### config.mk
export PLATFORM = sky130hd
export DESIGN_NAME = fetch_queue_stage_flat
export DESIGN_NICKNAME = d
export VERILOG_FILES = /design/src/rtl/fetch_queue_stage_if.sv /design/src/rtl/fetch_queue_stage.sv /design/src/flat_wrapper.sv
export SDC_FILE = /design/constraint.sdc
export NUM_CORES = 1
export LEC_CHECK = 0
export ABC_AREA = 1
export ABC_CLOCK_PERIOD_IN_PS = 17500
export BUFFER_PORTS_ARGS = -buffer_cell sky130_fd_sc_hd__buf_2
export CORE_ASPECT_RATIO = 1.4
export CORE_MARGIN = 2
export CORE_UTILIZATION = 62
export CTS_CLUSTER_DIAMETER = 200
export DETAILED_ROUTE_END_ITERATION = 10
export GPL_TIMING_DRIVEN = 0
export PLACE_DENSITY = 0.95
export SKIP_CTS_REPAIR_TIMING = 1
export SKIP_LAST_GASP = 1
export SLEW_MARGIN = 20
export SYNTH_ARGS = -nofsm -noshare
export SYNTH_HDL_FRONTEND = slang
export SYNTH_SLANG_ARGS = --single-unit
### constraint.sdc
create_clock -name clk -period 17.5 [get_ports clk]
set_input_delay 1.75 -clock clk [delete_from_list [all_inputs] [get_ports clk]]
set_output_delay 1.75 -clock clk [all_outputs]
set_load 0.01 [all_outputs]
### src/rtl/fetch_queue_stage_if.sv
// Handshake bundle between inst_mem/branch predictor, the fetch queue stage and decode.
// The master modport is the fetch stage itself; slave is its environment.
interface fetch_queue_stage_if #(
    parameter int PC_WIDTH    = 32,
    parameter int INST_WIDTH  = 32,
    parameter int QUEUE_DEPTH = 4
);
    localparam int CNT_W = $clog2(QUEUE_DEPTH) + 1;

    logic [PC_WIDTH-1:0]   imem_addr;
    logic [INST_WIDTH-1:0] imem_inst;
    logic                  bp_taken;
    logic [PC_WIDTH-1:0]   bp_target;
    logic                  redirect_valid;
    logic [PC_WIDTH-1:0]   redirect_pc;
    logic                  stall;
    logic                  out_valid;
    logic [PC_WIDTH-1:0]   out_pc;
    logic [INST_WIDTH-1:0] out_inst;
    logic                  out_pred_taken;
    logic [CNT_W-1:0]      queue_count;

    modport master (
        output imem_addr,
        input  imem_inst, bp_taken, bp_target, redirect_valid, redirect_pc, stall,
        output out_valid, out_pc, out_inst, out_pred_taken, queue_count
    );

    modport slave (
        input  imem_addr,
        output imem_inst, bp_taken, bp_target, redirect_valid, redirect_pc, stall,
        input  out_valid, out_pc, out_inst, out_pred_taken, queue_count
    );
endinterface

### src/rtl/fetch_queue_stage.sv
// Instruction fetch stage with a circular fetch queue and registered head-of-queue output.
// Define FETCH_QUEUE_PERF_EN to add the flush / full-cycle performance counters.
module fetch_queue_stage #(
    parameter int                    PC_WIDTH    = 32,
    parameter int                    INST_WIDTH  = 32,
    parameter int                    QUEUE_DEPTH = 4,
    parameter logic [PC_WIDTH-1:0]   RESET_PC    = '0,
    parameter logic [INST_WIDTH-1:0] NOP_INST    = INST_WIDTH'(32'h00000013)
) (
    input  logic                clk,
    input  logic                rst,
    fetch_queue_stage_if.master fq
`ifdef FETCH_QUEUE_PERF_EN
    ,
    output logic [31:0]         perf_flush_cnt,
    output logic [31:0]         perf_full_cycles
`endif
);
    localparam int               PTR_W    = $clog2(QUEUE_DEPTH);
    localparam int               CNT_W    = PTR_W + 1;
    localparam logic [CNT_W-1:0] FULL_CNT = CNT_W'(QUEUE_DEPTH);

    typedef enum logic {
        RUN,
        HOLD
    } state_t;

    state_t                state;
    logic [PC_WIDTH-1:0]   pc;
    logic [PTR_W-1:0]      rd_ptr;
    logic [PTR_W-1:0]      wr_ptr;
    logic [CNT_W-1:0]      count;

    logic                  out_valid;
    logic [PC_WIDTH-1:0]   out_pc;
    logic [INST_WIDTH-1:0] out_inst;
    logic                  out_pred;

    logic [PC_WIDTH-1:0]   entry_pc   [QUEUE_DEPTH];
    logic [INST_WIDTH-1:0] entry_inst [QUEUE_DEPTH];
    logic                  entry_pred [QUEUE_DEPTH];

    logic                  pred_taken;
    logic                  full;
    logic                  pop;
    logic                  push;
    logic [PC_WIDTH-1:0]   pc_nxt;
    logic [PTR_W-1:0]      rd_ptr_nxt;
    logic [PTR_W-1:0]      wr_ptr_nxt;
    logic [CNT_W-1:0]      count_nxt;
    logic [CNT_W-1:0]      remaining;

    logic [PC_WIDTH-1:0]   head_pc;
    logic [INST_WIDTH-1:0] head_inst;
    logic                  head_pred;

    // bp_taken only counts for branches (opcode bit 6 set).
    assign pred_taken = fq.imem_inst[6] & fq.bp_taken;
    assign full       = (count == FULL_CNT);
    assign pop        = out_valid & ~fq.stall;
    // HOLD implies full, so the state term freezes fetch until decode drains an entry.
    assign push       = ~fq.redirect_valid & (((state == RUN) & ~full) | pop);
    assign pc_nxt     = pred_taken ? fq.bp_target : pc + PC_WIDTH'(4);
    assign rd_ptr_nxt = rd_ptr + PTR_W'(pop);
    assign wr_ptr_nxt = wr_ptr + PTR_W'(push);
    assign count_nxt  = count + CNT_W'(push) - CNT_W'(pop);
    assign remaining  = count - CNT_W'(pop);

    // Next head: the freshly fetched entry if nothing older survives, else the stored one.
    // NOTE: every always_comb output gets a default first so no path can infer a latch.
    always_comb begin
        head_pc   = '0;
        head_inst = NOP_INST;
        head_pred = 1'b0;
        if (count_nxt != '0) begin
            if (remaining == '0) begin
                head_pc   = pc;
                head_inst = fq.imem_inst;
                head_pred = pred_taken;
            end else begin
                head_pc   = entry_pc[rd_ptr_nxt];
                head_inst = entry_inst[rd_ptr_nxt];
                head_pred = entry_pred[rd_ptr_nxt];
            end
        end
    end

    // NOTE: queue storage has no reset; count/pointers define validity, which keeps it RAM-friendly.
    always_ff @(posedge clk) begin
        if (push) begin
            entry_pc[wr_ptr]   <= pc;
            entry_inst[wr_ptr] <= fq.imem_inst;
            entry_pred[wr_ptr] <= pred_taken;
        end
    end

    // NOTE: state registers use non-blocking assignments so every update sees pre-edge values.
    always_ff @(posedge clk or posedge rst) begin
        if (rst) begin
            state     <= RUN;
            pc        <= RESET_PC;
            rd_ptr    <= '0;
            wr_ptr    <= '0;
            count     <= '0;
            out_valid <= 1'b0;
            out_pc    <= '0;
            out_inst  <= NOP_INST;
            out_pred  <= 1'b0;
        end else if (fq.redirect_valid) begin
            state     <= RUN;
            pc        <= fq.redirect_pc;
            rd_ptr    <= '0;
            wr_ptr    <= '0;
            count     <= '0;
            out_valid <= 1'b0;
            out_pc    <= '0;
            out_inst  <= NOP_INST;
            out_pred  <= 1'b0;
        end else begin
            state     <= ((count_nxt == FULL_CNT) && !pop) ? HOLD : RUN;
            if (push) pc <= pc_nxt;
            rd_ptr    <= rd_ptr_nxt;
            wr_ptr    <= wr_ptr_nxt;
            count     <= count_nxt;
            out_valid <= (count_nxt != '0);
            out_pc    <= head_pc;
            out_inst  <= head_inst;
            out_pred  <= head_pred;
        end
    end

    assign fq.imem_addr      = pc;
    assign fq.out_valid      = out_valid;
    assign fq.out_pc         = out_pc;
    assign fq.out_inst       = out_inst;
    assign fq.out_pred_taken = out_pred;
    assign fq.queue_count    = count;

`ifdef FETCH_QUEUE_PERF_EN
    always_ff @(posedge clk or posedge rst) begin
        if (rst) begin
            perf_flush_cnt   <= '0;
            perf_full_cycles <= '0;
        end else begin
            if (fq.redirect_valid && (perf_flush_cnt != '1))
                perf_flush_cnt <= perf_flush_cnt + 32'd1;
            if ((state == HOLD) && (perf_full_cycles != '1))
                perf_full_cycles <= perf_full_cycles + 32'd1;
        end
    end
`endif
endmodule

### src/flat_wrapper.sv
// flat-port wrapper written by rule: the top's interface ports become plain ports
module fetch_queue_stage_flat 
#(
    parameter int                    PC_WIDTH    = 32,
    parameter int                    INST_WIDTH  = 32,
    parameter int                    QUEUE_DEPTH = 4,
    parameter logic [PC_WIDTH-1:0]   RESET_PC    = '0,
    parameter logic [INST_WIDTH-1:0] NOP_INST    = INST_WIDTH'(32'h00000013)
)
  (clk, rst, fq_imem_addr, fq_imem_inst, fq_bp_taken, fq_bp_target, fq_redirect_valid, fq_redirect_pc, fq_stall, fq_out_valid, fq_out_pc, fq_out_inst, fq_out_pred_taken, fq_queue_count);
  fetch_queue_stage_if #(.PC_WIDTH(PC_WIDTH), .INST_WIDTH(INST_WIDTH), .QUEUE_DEPTH(QUEUE_DEPTH)) fq_i ();
  input  logic clk;
  input  logic rst;
  output wire logic [$bits(fq_i.imem_addr)-1:0] fq_imem_addr;
  input wire logic [$bits(fq_i.imem_inst)-1:0] fq_imem_inst;
  input wire logic [$bits(fq_i.bp_taken)-1:0] fq_bp_taken;
  input wire logic [$bits(fq_i.bp_target)-1:0] fq_bp_target;
  input wire logic [$bits(fq_i.redirect_valid)-1:0] fq_redirect_valid;
  input wire logic [$bits(fq_i.redirect_pc)-1:0] fq_redirect_pc;
  input wire logic [$bits(fq_i.stall)-1:0] fq_stall;
  output wire logic [$bits(fq_i.out_valid)-1:0] fq_out_valid;
  output wire logic [$bits(fq_i.out_pc)-1:0] fq_out_pc;
  output wire logic [$bits(fq_i.out_inst)-1:0] fq_out_inst;
  output wire logic [$bits(fq_i.out_pred_taken)-1:0] fq_out_pred_taken;
  output wire logic [$bits(fq_i.queue_count)-1:0] fq_queue_count;
  assign fq_imem_addr = fq_i.imem_addr;
  assign fq_i.imem_inst = fq_imem_inst;
  assign fq_i.bp_taken = fq_bp_taken;
  assign fq_i.bp_target = fq_bp_target;
  assign fq_i.redirect_valid = fq_redirect_valid;
  assign fq_i.redirect_pc = fq_redirect_pc;
  assign fq_i.stall = fq_stall;
  assign fq_out_valid = fq_i.out_valid;
  assign fq_out_pc = fq_i.out_pc;
  assign fq_out_inst = fq_i.out_inst;
  assign fq_out_pred_taken = fq_i.out_pred_taken;
  assign fq_queue_count = fq_i.queue_count;
  fetch_queue_stage #(.PC_WIDTH(PC_WIDTH), .INST_WIDTH(INST_WIDTH), .QUEUE_DEPTH(QUEUE_DEPTH), .RESET_PC(RESET_PC), .NOP_INST(NOP_INST)) u_core (.clk(clk), .rst(rst), .fq(fq_i));
endmodule
==> results_dict.tcl, run 1 <==
set metrics [dict create \
    outcome "finished, final reports clean" \
    cts_tree "done" \
    synthToLayoutAreaGrowth_pct 18.51 \
    syn_inst 1491 \
    hold_viol 0 \
    fin_skew_ps 14.11 \
    drive_gt1_share_pct 21.77 \
    period_share_pct 23.56 \
    whs_ps 569.2 \
    synth_top_flop_cell "edfxtp_1" \
    clkLatencyLatePin_ps 530 \
    worst-r2r-cell-count 10 \
    worstHoldPathCells 0 \
    sw_frac_of_total_pct 40.13 \
    finalCriticalPeriod_ps 4123 \
    path_clk_slew_ps 70 \
    r2r_slack_ps 14330 \
    first_global_vias 12820 \
    hpwl_mm 29.91 \
    synth-edff-count 260 \
    start_util_pct 63.16 \
    ys.warnings.count 0 \
    ys_ff_latch 366 \
    p_switching_w 0.001360 \
    rows 68 \
    required_ps 17730 \
    r2r-start "u_core.fq.out_valid" \
    cts-buffers-inserted 34 \
    grt_max_degree 78 \
    syn_area_um2 15580 \
    cp.arrival_ps 4350 \
    slew-limit-headroom_pct 47.23 \
    viasPerCell 6.115 \
    drc 0 \
    design.core.area_um2 24670 \
    synth_area_per_cell_um2 10.45 \
    setup_slack_ps 13380 \
    antenna_found_initial 1 \
    h-tree-depth 2 \
    fmax_mhz 242.6 \
    layout.nets 1869 \
    cts-root-buf "clkbuf_16" \
    wirelength_mm 44.81 \
    synth_cell_types 41 \
    dpl_worst_slack_ps 12960 \
    fill_cells 1500 \
    hold_start "u_core.fq.imem_addr[1]" \
    leakage_nw 7.753 \
    async_reset_ff_share_pct 28.96 \
    p_int_w 0.002029 \
    overflow 0 \
    seqPwrFrac_pct 39.4 \
    die_h_um 191.6 \
    start_kind "primary input" \
    cap_violations 0 \
    dieArea_um2 26440 \
    setup_viol 0 \
    postRouteAntennaNets 0 \
    power.total_w 0.003388 \
    r2r-end "u_core.entry_inst[2][12]" \
    crit_fanout 9 \
    first_pass_iters 6 \
    worstMarginPinSlew_ps 787.3 \
    hold_path.class "reg -> reg" \
    cts_max_path_buffers 3 \
    clockPowerShare_pct 22.5 \
    comb_power_share_pct 38.2 \
    end_kind "flip-flop" \
    rsz0062_at_grt "false" \
    slew_violations 0 \
    grtUsageTotal_pct 34.44 \
    dieWidth_um 138.0 \
    io_buffers 200 \
    routed-via-count 12860 \
    fin_setup_tns_ps 0 \
    criticalPathCategory "in -> reg" \
    clock-sinks 366 \
    grt_first_pass_wirelength_mm 68.14 \
    syn_nets 1599 \
    ys_seq_area_share_pct 67.15 \
    cellPowerDensity_nw_per_um2 183.4 \
    min_to "u_core.entry_pc[1][1]" \
    wl_per_cell_um 21.31 \
    startpoint "fq_stall" \
    io_pins 202 \
    first_iter_violations 1500 \
    gp_congestion 0.9355 \
    max-vdd-ir-drop_mv 0.08701 \
]
-- stage by stage --
step,instances,util [%],area [um^2]
detailed placement,2040,70.24,17330
global placement,2006,68.81,16980
finish,2103,74.85,18470
CTS,2102,74.84,18470
global route,2103,74.85,18470
floorplan,1491,-,15580
-- cells by family (layout without fill, tap and decap cells) --
group | count (synthesis) | count (layout) | synth area share, %
xor gates and xnor gates | 10 | 10 | 0.6102
adders and majority gates | 7 | 7 | 0.6102
AOI/OAI and AO/OA | 309 | 309 | 10.46
and+or+nand+nor | 648 | 648 | 16.74
other | 0 | 1 | 0
DFF | 366 | 366 | 67.15
buffers and inverters | 151 | 447 | 4.432
-- layer usage --
metal,wire length [um],global-route usage (%)
met5,0,0
met4,2773,20.45
met1,14630,40.24
met3,4426,5.463
met2,22980,59.50
-- placed cells by master (no fill, tap or decap), types with 6 or more instances in the layout --
master,Yosys,final
a21oi_1,65,65
buf_2,57,257
buf_4,3,22
buf_6,4,18
clkbuf_1,16,28
clkbuf_16,0,37
dfrtp_1,103,103
edfxtp_1,260,260
ha_1,6,6
inv_1,63,62
inv_2,6,6
nand2_1,199,199
nand2_2,7,7
nand3_1,57,57
nor2_1,361,361
nor2_4,6,6
o21ai_0,151,151
o21ai_1,65,65
o21bai_1,9,9
-- how the worst max path moves through the flow --
| stage | end | slack [ps] | depth (start not counted) |
|---|---|---|---|
| global route | u_core.entry_inst[2][2] | 13360 | 10 |
| detailed placement | u_core.entry_inst[2][12] | 12960 | 10 |
| global placement | u_core.entry_inst[3][12] | 6910 | 5 |
| floorplan | u_core.entry_inst[2][0] | 10230 | 4 |
| CTS | u_core.entry_pc[2][23] | 13490 | 10 |
| finish | u_core.entry_inst[2][12] | 13380 | 10 |
-- power groups by stage --
stage	logic, W	clock network, W	registers (W)
global route	0.00139	0.000792	0.00135
CTS	0.00127	0.000760	0.00133
global placement	0.00114	0	0.00135
detailed placement	0.00124	0	0.00134
finish	0.00129	0.000761	0.00133
floorplan	0.000728	0	0.00135
-- synth_stat cells, types with 2 or more instances --
master,count,share of area (%)
inv_1,63,1.5
buf_2,57,1.8
o21ai_0,151,4.8
nor2_4,6,0.43
dfrtp_1,103,17
nor3_1,6,0.19
buf_6,4,0.29
nand3_1,57,1.8
xor2_1,4,0.22
o211ai_1,5,0.24
clkbuf_1,16,0.39
dfstp_2,3,0.51
o21bai_1,9,0.43
edfxtp_1,260,50
o22ai_1,3,0.12
nor2_2,4,0.16
nor2_1,361,8.7
buf_4,3,0.14
nand2_1,199,4.8
a31oi_1,2,0.080
a21oi_1,65,2.1
and2_1,3,0.12
nand2_2,7,0.28
o21ai_2,5,0.28
ha_1,6,0.48
inv_2,6,0.14
o21ai_1,65,2.1
xnor2_1,5,0.28
-- critical path: stages --
cell and delay (ps):
buf_2 90, or2_1 330, a21oi_1 240, inv_1 240, nor3_2 660, buf_6 270, buf_6 190, buf_6 170
buf_4 210, buf_6 190
-- sequential cells by signal, indices dropped and copies added (netlist names) --
signal                    cells
u_core.entry_pred             4
u_core.wr_ptr                 2
u_core.fq.out_valid           1
u_core.fq.queue_count         3
u_core.fq.out_inst           32
u_core.rd_ptr                 2
u_core.fq.imem_addr          32
u_core.fq.out_pc             32
u_core.entry_inst           128
u_core.fq.out_pred_taken      1
u_core.state                  1
u_core.entry_pc             128
-- final cells by class --
type / instances / area, um^2 / share of cell area, %
buffer: 82 / 431.7 / 2.337
inverter: 69 / 264.0 / 1.429
tap: 315 / 394.1 / 2.134
clock buffer: 51 / 998.5 / 5.406
antenna: 1 / 2.502 / 0.01355
clock inverter: 11 / 136.4 / 0.7384
timing repair buffer: 234 / 1329 / 7.195
sequential: 366 / 10460 / 56.66
multi-input combinational: 974 / 4449 / 24.09
Note: power is estimated with default switching activity, not from simulation.
==> inputs of run 2 (changes only) <==
ABC_AREA = 0   (was 1)
ABC_CLOCK_PERIOD_IN_PS = 3900   (was 17500)
CORE_UTILIZATION = 57   (was 62)
PLACE_DENSITY = 0.89   (was 0.95)
clock period = 3.9 ns   (was 17.5 ns; I/O delays follow)
==> run 2 against run 1 <==
  * Count of clock-buffer cells in the layout down 1
  * Final area down 3.5%
  * Non-clock buffer count down 39
  * Die area up 4.2%
  * Utilization down 6.1 points
  * Via count down 25%
  * Highest routed layer unchanged
  * Total power rose to 4.0 times the previous value
  * Largest power group unchanged
==> results_dict.tcl, run 2 <==
set metrics [dict create \
    viasPerCell 6.160 \
    synth-edff-count 260 \
    synth_top_family_by_area "multiplexers" \
    clkLatencyLatePin_ps 520 \
    outcome "finished, final reports clean" \
    p_switching_w 0.004644 \
    finalCriticalPeriod_ps 3713 \
    io_buffers 200 \
    cts-buffers-inserted 35 \
    synthSimpleGateAreaFrac_pct 8.951 \
    syn_nets 1072 \
    gp_congestion 0.9064 \
    grtUsageTotal_pct 26.48 \
    comb_power_share_pct 33.7 \
    slew_violations 0 \
    r2r_slack_ps 190 \
    start_util_pct 57.64 \
    drc 0 \
    final_common_cell "edfxtp_1" \
    whs_ps 80.26 \
    first_iter_violations 921 \
    worst-r2r-cell-count 12 \
    top_regs "u_core.entry_inst: 128 flops, u_core.entry_pc: 128 flops" \
    max-vdd-ir-drop_mv 0.5934 \
    r2r-start "u_core.fq.out_valid" \
    fill_cells 1663 \
    cp-endpoint "u_core.fq.out_pc[17]" \
    synth_common_cells "260 x edfxtp_1, 172 x nand2_1, 103 x dfrtp_1" \
    grt_max_degree 73 \
    start_kind "flip-flop" \
    synth_top_flop_cell "edfxtp_1" \
    setup_viol 0 \
    h-tree-depth 2 \
    finalNonFillerCells 1565 \
    cts_max_path_buffers 3 \
    end_kind "flip-flop" \
    wirelength_mm 36.35 \
    required_ps 4250 \
    setup_slack_ps 187.4 \
    hold_path.class "in -> reg" \
    overflow 0 \
    grt_first_pass_wirelength_mm 54.98 \
    routed-via-count 9640 \
    syn_area_um2 14940 \
    crit_fanout 10 \
    dieArea_um2 27540 \
    cellPowerDensity_nw_per_um2 763.2 \
    first_pass_iters 5 \
    rows 70 \
    wl_per_cell_um 23.23 \
    cts-root-buf "clkbuf_16" \
    synth_xor_area_share_pct 0.9964 \
    cp.arrival_ps 4070 \
    diodes 0 \
    hold_viol 0 \
    synth_area_leaders "edfxtp_1 52%, dfrtp_1 17%, mux4_2 9.8%" \
    dieWidth_um 140.8 \
    cts_tree "done" \
    startpoint "u_core.fq.out_valid" \
    synth_compound_area_share_pct 6.405 \
    ys_seq_area_share_pct 70.02 \
    postRouteAntennaNets 0 \
    ys_ff_latch 366 \
    synth_area_per_cell_um2 15.50 \
    synthToLayoutAreaGrowth_pct 19.31 \
    synthMuxAreaShare_pct 10.30 \
    cap_violations 0 \
    antenna_found_initial 0 \
    hpwl_mm 24.10 \
    synthAdderAreaFrac_pct 0.6364 \
    path_clk_slew_ps 60 \
    p_int_w 0.008963 \
    yosysMostFrequentCell "edfxtp_1" \
    drive_gt1_share_pct 32.63 \
    die_h_um 195.6 \
    io_pins 202 \
    fmax_mhz 269.4 \
    yosys.area.top_type "edfxtp_1" \
    ys.warnings.count 0 \
    criticalPathCategory "reg -> reg" \
    layout_common_cells "260 x edfxtp_1, 226 x buf_2, 171 x nand2_1" \
    place_inst 1503 \
    syn_inst 964 \
    leakage_nw 6.999 \
    period_share_pct 95.19 \
    clock-sinks 366 \
    synth_cell_types 73 \
    synth_top_area_share_pct 52.25 \
    power.total_w 0.01361 \
    design.core.area_um2 25920 \
    fin_skew_ps 15.62 \
    slew-limit-headroom_pct 42.88 \
    clockPowerShare_pct 24.8 \
    sw_frac_of_total_pct 34.13 \
    worstMarginPinSlew_ps 854.0 \
    seqPwrFrac_pct 41.4 \
    r2r-end "u_core.fq.out_pc[17]" \
    dpl_worst_slack_ps -231.2 \
    first_global_vias 9731 \
    async_reset_ff_share_pct 28.96 \
    layout.nets 1325 \
]
[run 2: logic make-up after synthesis]
logic type,after synthesis
AO/OA/AOI/OAI,155
XOR/XNOR,17
adder cells (fa/ha/maj),7
buffers and inverters,75
flip-flops,366
multiplexers,72
AND/OR/NAND/NOR,272
[run 2: cell type report]
class	count	area, um^2	share of cell area (%)
tap	324	405.4	2.274
inverter	14	71.32	0.4000
clock inverter	11	138.9	0.7790
clock buffer	50	1005	5.635
sequential	366	10460	58.69
multi-input combinational	523	4120	23.11
buffer	61	339.1	1.902
timing repair buffer	216	1285	7.208
[run 2: how the worst min path moves through the flow]
stage                                       from                       to  slack [ps]  cells past startpoint
final                         fq_redirect_pc[13]  u_core.fq.imem_addr[13]          80                      3
after global routing          fq_redirect_pc[27]  u_core.fq.imem_addr[27]          80                      2
after CTS                                    rst    u_core.fq.out_inst[3]        -140                      2
after detailed placement                     rst    u_core.fq.out_inst[3]         410                      2
after global placement    u_core.fq.imem_addr[9]    u_core.entry_pc[1][9]         520                      0
after floorplan                  fq_imem_inst[0]  u_core.entry_inst[0][0]         490                      0
[run 2: through the flow]
step | utilization (%) | TNS (ps) | cell area, um^2
5_1_grt | 68.77 | -295.1 | 17830
6_report | 68.77 | 0 | 17830
2_1_floorplan | - | 0 | 14970
4_1_cts | 68.69 | -3125 | 17810
3_5_place_dp | 64.28 | -9545 | 16660
3_3_place_gp | 63.16 | -344920 | 16370
[run 2: per-layer routing]
metal	GRT usage (%)	wire length [um]	up-vias	part of all wire (%)
li1	-	-	4167	-
met1	34.16	13150	4766	36
met2	44.73	18770	611	52
met3	4.120	3063	96	8.4
met4	12.07	1367	0	3.8
met5	0	0	-	0
[run 2: worst max-delay path, stage by stage (launching register included)]
cell	delay, ps
dfrtp_1	370
and2b_1	310
o21bai_2	300
buf_6	160
nand2_2	220
inv_1	190
ha_1	270
fa_1	410
xnor2_1	150
xnor2_1	180
o31ai_2	320
clkbuf_1	550
a21oi_1	130
[run 2: power groups by stage]
stage	sequential (W)	clock, W	combinational (W)
floorplan	0.00570	0	0.00279
global placement	0.00567	0	0.00420
detailed placement	0.00569	0	0.00451
CTS	0.00563	0.00342	0.00458
global route	0.00570	0.00356	0.00496
finish	0.00564	0.00338	0.00459
